==> config.mk <==
export PLATFORM = sky130hd
export DESIGN_NAME = pbit_anneal_scheduler
export DESIGN_NICKNAME = d
export VERILOG_FILES = /design/src/rtl/pbit_anneal_scheduler.sv
export SDC_FILE = /design/constraint.sdc
export NUM_CORES = 1
export LEC_CHECK = 0
export BUFFER_PORTS_ARGS = -buffer_cell sky130_fd_sc_hd__buf_2
export CAP_MARGIN = 20
export CORE_MARGIN = 3
export CORE_UTILIZATION = 58
export DETAILED_ROUTE_END_ITERATION = 8
export PLACE_DENSITY = 0.84
export SYNTH_ARGS = -nofsm -noshare
export SYNTH_HDL_FRONTEND = slang
export SYNTH_SLANG_ARGS = --single-unit
==> constraint.sdc <==
create_clock -name clk_mac -period 4.5 [get_ports clk_mac]
set_clock_uncertainty 0.15 [all_clocks]
set_input_delay 0 -clock clk_mac [delete_from_list [all_inputs] [get_ports clk_mac]]
set_output_delay 0 -clock clk_mac [all_outputs]
set_load 0.005 [all_outputs]
==> src/rtl/pbit_anneal_scheduler.sv <==
`default_nettype none
// +--------------------------------------------------------------------------+
// | pbit_anneal_scheduler: Gibbs-order p-bit update strobes + beta annealing  |
// | ramp (ramp enabled by macro PBIT_ANNEAL_EN).   Rev 1.0                     |
// +--------------------------------------------------------------------------+
module pbit_anneal_scheduler #(
    parameter int N_PBITS         = 8,
    parameter int SETTLE          = 4,
    parameter int SWEEPS_PER_STEP = 16,
    parameter int STEP_W          = 16,
    parameter int BETA_W          = 16
) (
    input  logic                        clk_mac,
    input  logic                        reset_n,
    input  logic                        start,
    input  logic                        abort,
    input  logic signed [BETA_W-1:0]    beta_init,
    input  logic signed [BETA_W-1:0]    beta_step,
    input  logic signed [BETA_W-1:0]    beta_max,
    input  logic [STEP_W-1:0]           num_steps,
    output logic [N_PBITS-1:0]          upd_en,
    output logic [$clog2(N_PBITS)-1:0]  upd_idx,
    output logic signed [BETA_W-1:0]    o_beta,
    output logic                        busy,
    output logic                        done,
    output logic [STEP_W-1:0]           sweep_cnt
);

    localparam int IDX_W = $clog2(N_PBITS);
    localparam int CNT_W = (SETTLE > 1) ? $clog2(SETTLE) : 1;

    localparam logic [1:0] c_IDLE   = 2'd0;
    localparam logic [1:0] c_SETTLE = 2'd1;
    localparam logic [1:0] c_STROBE = 2'd2;
    localparam logic [1:0] c_DONE   = 2'd3;

    localparam logic [CNT_W-1:0]  c_CNT_LAST = CNT_W'(SETTLE - 1);
    localparam logic [IDX_W-1:0]  c_IDX_LAST = IDX_W'(N_PBITS - 1);
    localparam logic [STEP_W-1:0] c_SPS_LAST = STEP_W'(SWEEPS_PER_STEP - 1);

    logic [1:0]               r_state;
    logic                     r_start_q;
    logic [CNT_W-1:0]         r_cnt;
    logic [N_PBITS-1:0]       r_upd_en;
    logic [IDX_W-1:0]         r_upd_idx;
    logic signed [BETA_W-1:0] r_beta;
    logic                     r_busy;
    logic                     r_done;
    logic [STEP_W-1:0]        r_sweep_cnt;
    logic [STEP_W-1:0]        r_sps_cnt;
    logic [STEP_W-1:0]        r_step_cnt;
    logic [STEP_W-1:0]        r_num_steps;

    logic [STEP_W-1:0]        w_step_nxt;
    logic signed [BETA_W-1:0] w_beta_nxt;

    assign w_step_nxt = r_step_cnt + 1'b1;

`ifdef PBIT_ANNEAL_EN
    // One extra bit so a positive overflow still compares above beta_max.
    logic signed [BETA_W:0] w_sum;
    assign w_sum      = $signed({r_beta[BETA_W-1], r_beta}) + $signed({beta_step[BETA_W-1], beta_step});
    assign w_beta_nxt = (w_sum > $signed({beta_max[BETA_W-1], beta_max})) ? beta_max : w_sum[BETA_W-1:0];
`else
    logic w_unused_beta;
    assign w_unused_beta = ^{beta_step, beta_max};
    assign w_beta_nxt    = r_beta;
`endif

    always_ff @(posedge clk_mac) begin
        if (!reset_n) begin
            r_state     <= c_IDLE;
            r_start_q   <= 1'b0;
            r_cnt       <= '0;
            r_upd_en    <= '0;
            r_upd_idx   <= '0;
            r_beta      <= '0;
            r_busy      <= 1'b0;
            r_done      <= 1'b0;
            r_sweep_cnt <= '0;
            r_sps_cnt   <= '0;
            r_step_cnt  <= '0;
            r_num_steps <= '0;
        end else if (abort && (r_state != c_IDLE)) begin
            r_state   <= c_IDLE;
            r_start_q <= 1'b0;
            r_cnt     <= '0;
            r_upd_en  <= '0;
            r_busy    <= 1'b0;
            r_done    <= 1'b0;
        end else begin
            r_start_q <= start;
            r_done    <= 1'b0;
            case (r_state)
                c_IDLE: begin
                    r_upd_en <= '0;
                    if (r_start_q) begin
                        if (num_steps != '0) begin
                            r_beta      <= beta_init;
                            r_upd_idx   <= '0;
                            r_sweep_cnt <= '0;
                            r_sps_cnt   <= '0;
                            r_step_cnt  <= '0;
                            r_num_steps <= num_steps;
                            r_cnt       <= '0;
                            r_busy      <= 1'b1;
                            r_state     <= c_SETTLE;
                        end else begin
                            r_done  <= 1'b1;
                            r_state <= c_DONE;
                        end
                    end
                end
                c_SETTLE: begin
                    if (r_cnt == c_CNT_LAST) begin
                        r_cnt    <= '0;
                        r_upd_en <= N_PBITS'(1) << r_upd_idx;
                        r_state  <= c_STROBE;
                    end else begin
                        r_cnt <= r_cnt + 1'b1;
                    end
                end
                c_STROBE: begin
                    r_upd_en <= '0;
                    r_state  <= c_SETTLE;
                    if (r_upd_idx != c_IDX_LAST) begin
                        r_upd_idx <= r_upd_idx + 1'b1;
                    end else begin
                        r_upd_idx   <= '0;
                        r_sweep_cnt <= r_sweep_cnt + 1'b1;
                        if (r_sps_cnt == c_SPS_LAST) begin
                            // Step boundary: beta moves while the next SETTLE window runs.
                            r_sps_cnt  <= '0;
                            r_step_cnt <= w_step_nxt;
                            r_beta     <= w_beta_nxt;
                            if (w_step_nxt == r_num_steps) begin
                                r_busy  <= 1'b0;
                                r_done  <= 1'b1;
                                r_state <= c_DONE;
                            end
                        end else begin
                            r_sps_cnt <= r_sps_cnt + 1'b1;
                        end
                    end
                end
                c_DONE: begin
                    r_state <= c_IDLE;
                end
                default: begin
                    r_state <= c_IDLE;
                end
            endcase
        end
    end

    assign upd_en    = r_upd_en;
    assign upd_idx   = r_upd_idx;
    assign o_beta    = r_beta;
    assign busy      = r_busy;
    assign done      = r_done;
    assign sweep_cnt = r_sweep_cnt;

endmodule
`default_nettype wire
==> flow_summary.toml <==
[outcome]
outcome = "completed"

[sta]
layout_min_cycle_time_ns = 3.13
grt_setup_unrepaired = "no"
max_freq_ghz = 0.320
relSlewSlack = 0.482
hold_viol_final = 0
setup_viol = 0
maxSlewViolCount = 0
timing.hold.ws_ns = 0.110
tightest_slew_ns = 0.777
fin_crit_sh = 0.695
tns_ns = 0

[setup_path]
r2r-end = "busy$_SDFFE_PP0P_"
reg2regPathDepth = 7
r2r_start = "r_step_cnt[0]$_SDFFE_PN0P_"
crit_path_end_kind = "flip-flop"
crit_type = "reg -> reg"
required_ns = 4.60
worstPathArrival_ns = 3.22
crit_path_start_kind = "flip-flop"
reg2reg_slack_ns = 1.37
worstPathMaxFanout = 8

[hold_path]
hp-start = "abort"
hold_path_depth = 4
min_to = "r_step_cnt[4]$_SDFFE_PN0P_"
hp-class = "in -> reg"

[grt]
antenna_found_initial = 0
met2_usage = 0.456
grt_pass1_wl_mm = 22.1
gr-usage-met3 = 0.0564
grt_remaining_overflow = 0
grtUsageTotal = 0.274
grt_max_degree = 47
grt_pass1_vias = 4706
grt_util_met1 = 0.340
busiest_layer = "met2"

[cts]
clockBufferDepth = 2
cts_buffers = 9
clkSlewWorstSetupHoldPaths_ns = 0.11
root_buffer = "clkbuf_8"
clk_latency_ns = 0.37
clock-sinks = 98
h-tree-depth = 3
cts_resized = 0
cts_tree = "built"

[synthesis]
syn_area_per_cell_um2 = 8.17
yosys_warnings = 0
synth-edff-count = 0
synthFlopType = "dfxtp_1"
synth_nets = 684
synthesis.area_mm2 = 0.00495
synth_seq_cells = 98
async_reset_ff_frac = 0
syn_inst = 606
synth.distinct_cells = 58
yosysSeqAreaShare = 0.396

[finish]
mostFrequentLayoutCells = "98 x dfxtp_1, 95 x nand2_1, 80 x buf_2"
final_core_util = 0.714
fin_area_mm2 = 0.00590
area_delta_synth_final_pct = 19.0
nets = 774
layout-drive-gt1-share = 0.168
nFillCells = 601
mostFrequentLayoutCell = "dfxtp_1"
antennaDiodeCount = 0

[floorplan]
core-area_mm2 = 0.00826
start_util = 0.600
num_rows = 33
die_w_um = 98.4
num_io_pins = 113
dieArea_mm2 = 0.00968
die_h_um = 98.4

[routing]
drt-initial-drc-count = 356
wl_per_cell_um = 16.2
dr.pass1.iters = 6
drc = 0
vias = 4831
viasPerCell = 5.99
wl_mm = 13.0
ant_nets = 0

[placement]
hpwl_mm = 8.35
gp_congestion = 0.889
port_buffers = 80
place_area_mm2 = 0.00536

[pwr]
p_leak_uw = 0.00222
ir_drop_uv = 268
power_density_mw_per_mm2 = 274

[run]
cap_violations = 0
## worst max-delay path, stage by stage, from the launching register on
cell	delay, ns
dfxtp_1	0.49
ha_1	0.40
nand4_2	0.19
nor3_1	0.45
a21oi_1	0.06
or4_1	0.56
or4_4	0.54
nor3b_2	0.17
## how the worst max path moves through the flow
stage | start | end | slack (ns) | cells past startpoint
after CTS | upd_idx[1]$_SDFFE_PN0P_ | r_step_cnt[3]$_SDFFE_PN0P_ | 1.40 | 8
after detailed placement | upd_idx[1]$_SDFFE_PN0P_ | busy$_SDFFE_PP0P_ | 1.44 | 8
after floorplan | upd_idx[1]$_SDFFE_PN0P_ | busy$_SDFFE_PP0P_ | 1.73 | 8
after global placement | num_steps[2] | sweep_cnt[0]$_SDFFE_PN0P_ | 1.41 | 7
after global routing | upd_idx[1]$_SDFFE_PN0P_ | r_step_cnt[3]$_SDFFE_PN0P_ | 1.18 | 8
final | r_step_cnt[0]$_SDFFE_PN0P_ | busy$_SDFFE_PP0P_ | 1.37 | 7
## metal layers
metal,vias to the layer above,share of wire
met2,202,0.49
met5,-,0
met1,2268,0.41
met4,0,0.036
met3,46,0.064
li1,2315,-
## power breakdown
group          leakage (µW)  internal (µW)  switching, µW
registers          0.000793            886           15.2
clock network     0.0000923            212            338
logic               0.00133           70.6           96.9
total               0.00222           1170            450
## what timing repair did
action | CTS | global route
hold buffers | 35 | 0
setup buffers | 0 | 0
endpoints found under the hold margin | 39 | 0
endpoints found under the setup margin | 0 | 0
## cell usage after synthesis, drive strengths merged (2+ instances only)
library cell,instances,area share
o21ai,13,0.013
buf,17,0.017
nor4b,6,0.011
dfxtp,98,0.40
xor2,7,0.012
inv,9,0.0068
ha,10,0.025
o41ai,2,0.0073
nand3b,6,0.0091
nand4b,3,0.0053
nand2,95,0.072
nor3b,6,0.010
nor2,55,0.042
nand4,19,0.027
a31oi,7,0.0088
o211ai,4,0.0061
a21o,2,0.0030
and4,3,0.0053
nor2b,4,0.0051
nand3,34,0.038
mux2i,3,0.0061
clkbuf,24,0.018
or4,10,0.016
nor3,13,0.015
and2,4,0.0051
nor4bb,2,0.0040
a21oi,48,0.049
nor4,23,0.035
and3,8,0.010
o31ai,4,0.0061
or3,5,0.0063
xnor2,48,0.085
## kinds of logic (layout without fill, tap and decap cells)
group           Yosys count  after routing  share of synthesized area
simple gates            299            299                      0.320
compound gates           90             90                      0.112
flops                    98             98                      0.396
fa+ha+maj                10             10                     0.0253
xor+xnor                 55             55                     0.0973
mux                       3              3                    0.00606
buf+inv                  51            146                     0.0429
## registers in the layout, summed over array words and instances, names as in the netlist
signal	count
busy	1
o_beta	16
r_num_steps	16
r_sps_cnt	16
upd_idx	3
r_state	2
sweep_cnt	16
r_start_q	1
r_step_cnt	16
r_cnt	2
done	1
upd_en	8
## per-stage QoR
stage / total power (µW) / std cells / setup slack [ns]
detailed placement: 1060 / 755 / 1.44
floorplan: 1010 / 606 / 1.73
global placement: 1050 / 754 / 1.41
CTS: 1610 / 806 / 1.40
finish: 1620 / 806 / 1.37
global route: 1680 / 806 / 1.18
## final cells by class
class | count | area (µm²) | area share
sequential | 98 | 1960 | 0.333
inverter | 10 | 37.5 | 0.00637
timing repair buffer | 120 | 796 | 0.135
multi-input combinational | 457 | 2780 | 0.472
tap | 105 | 131 | 0.0223
clock buffer | 9 | 124 | 0.0210
clock inverter | 7 | 62.6 | 0.0106
(Power assumes the default switching activity.)
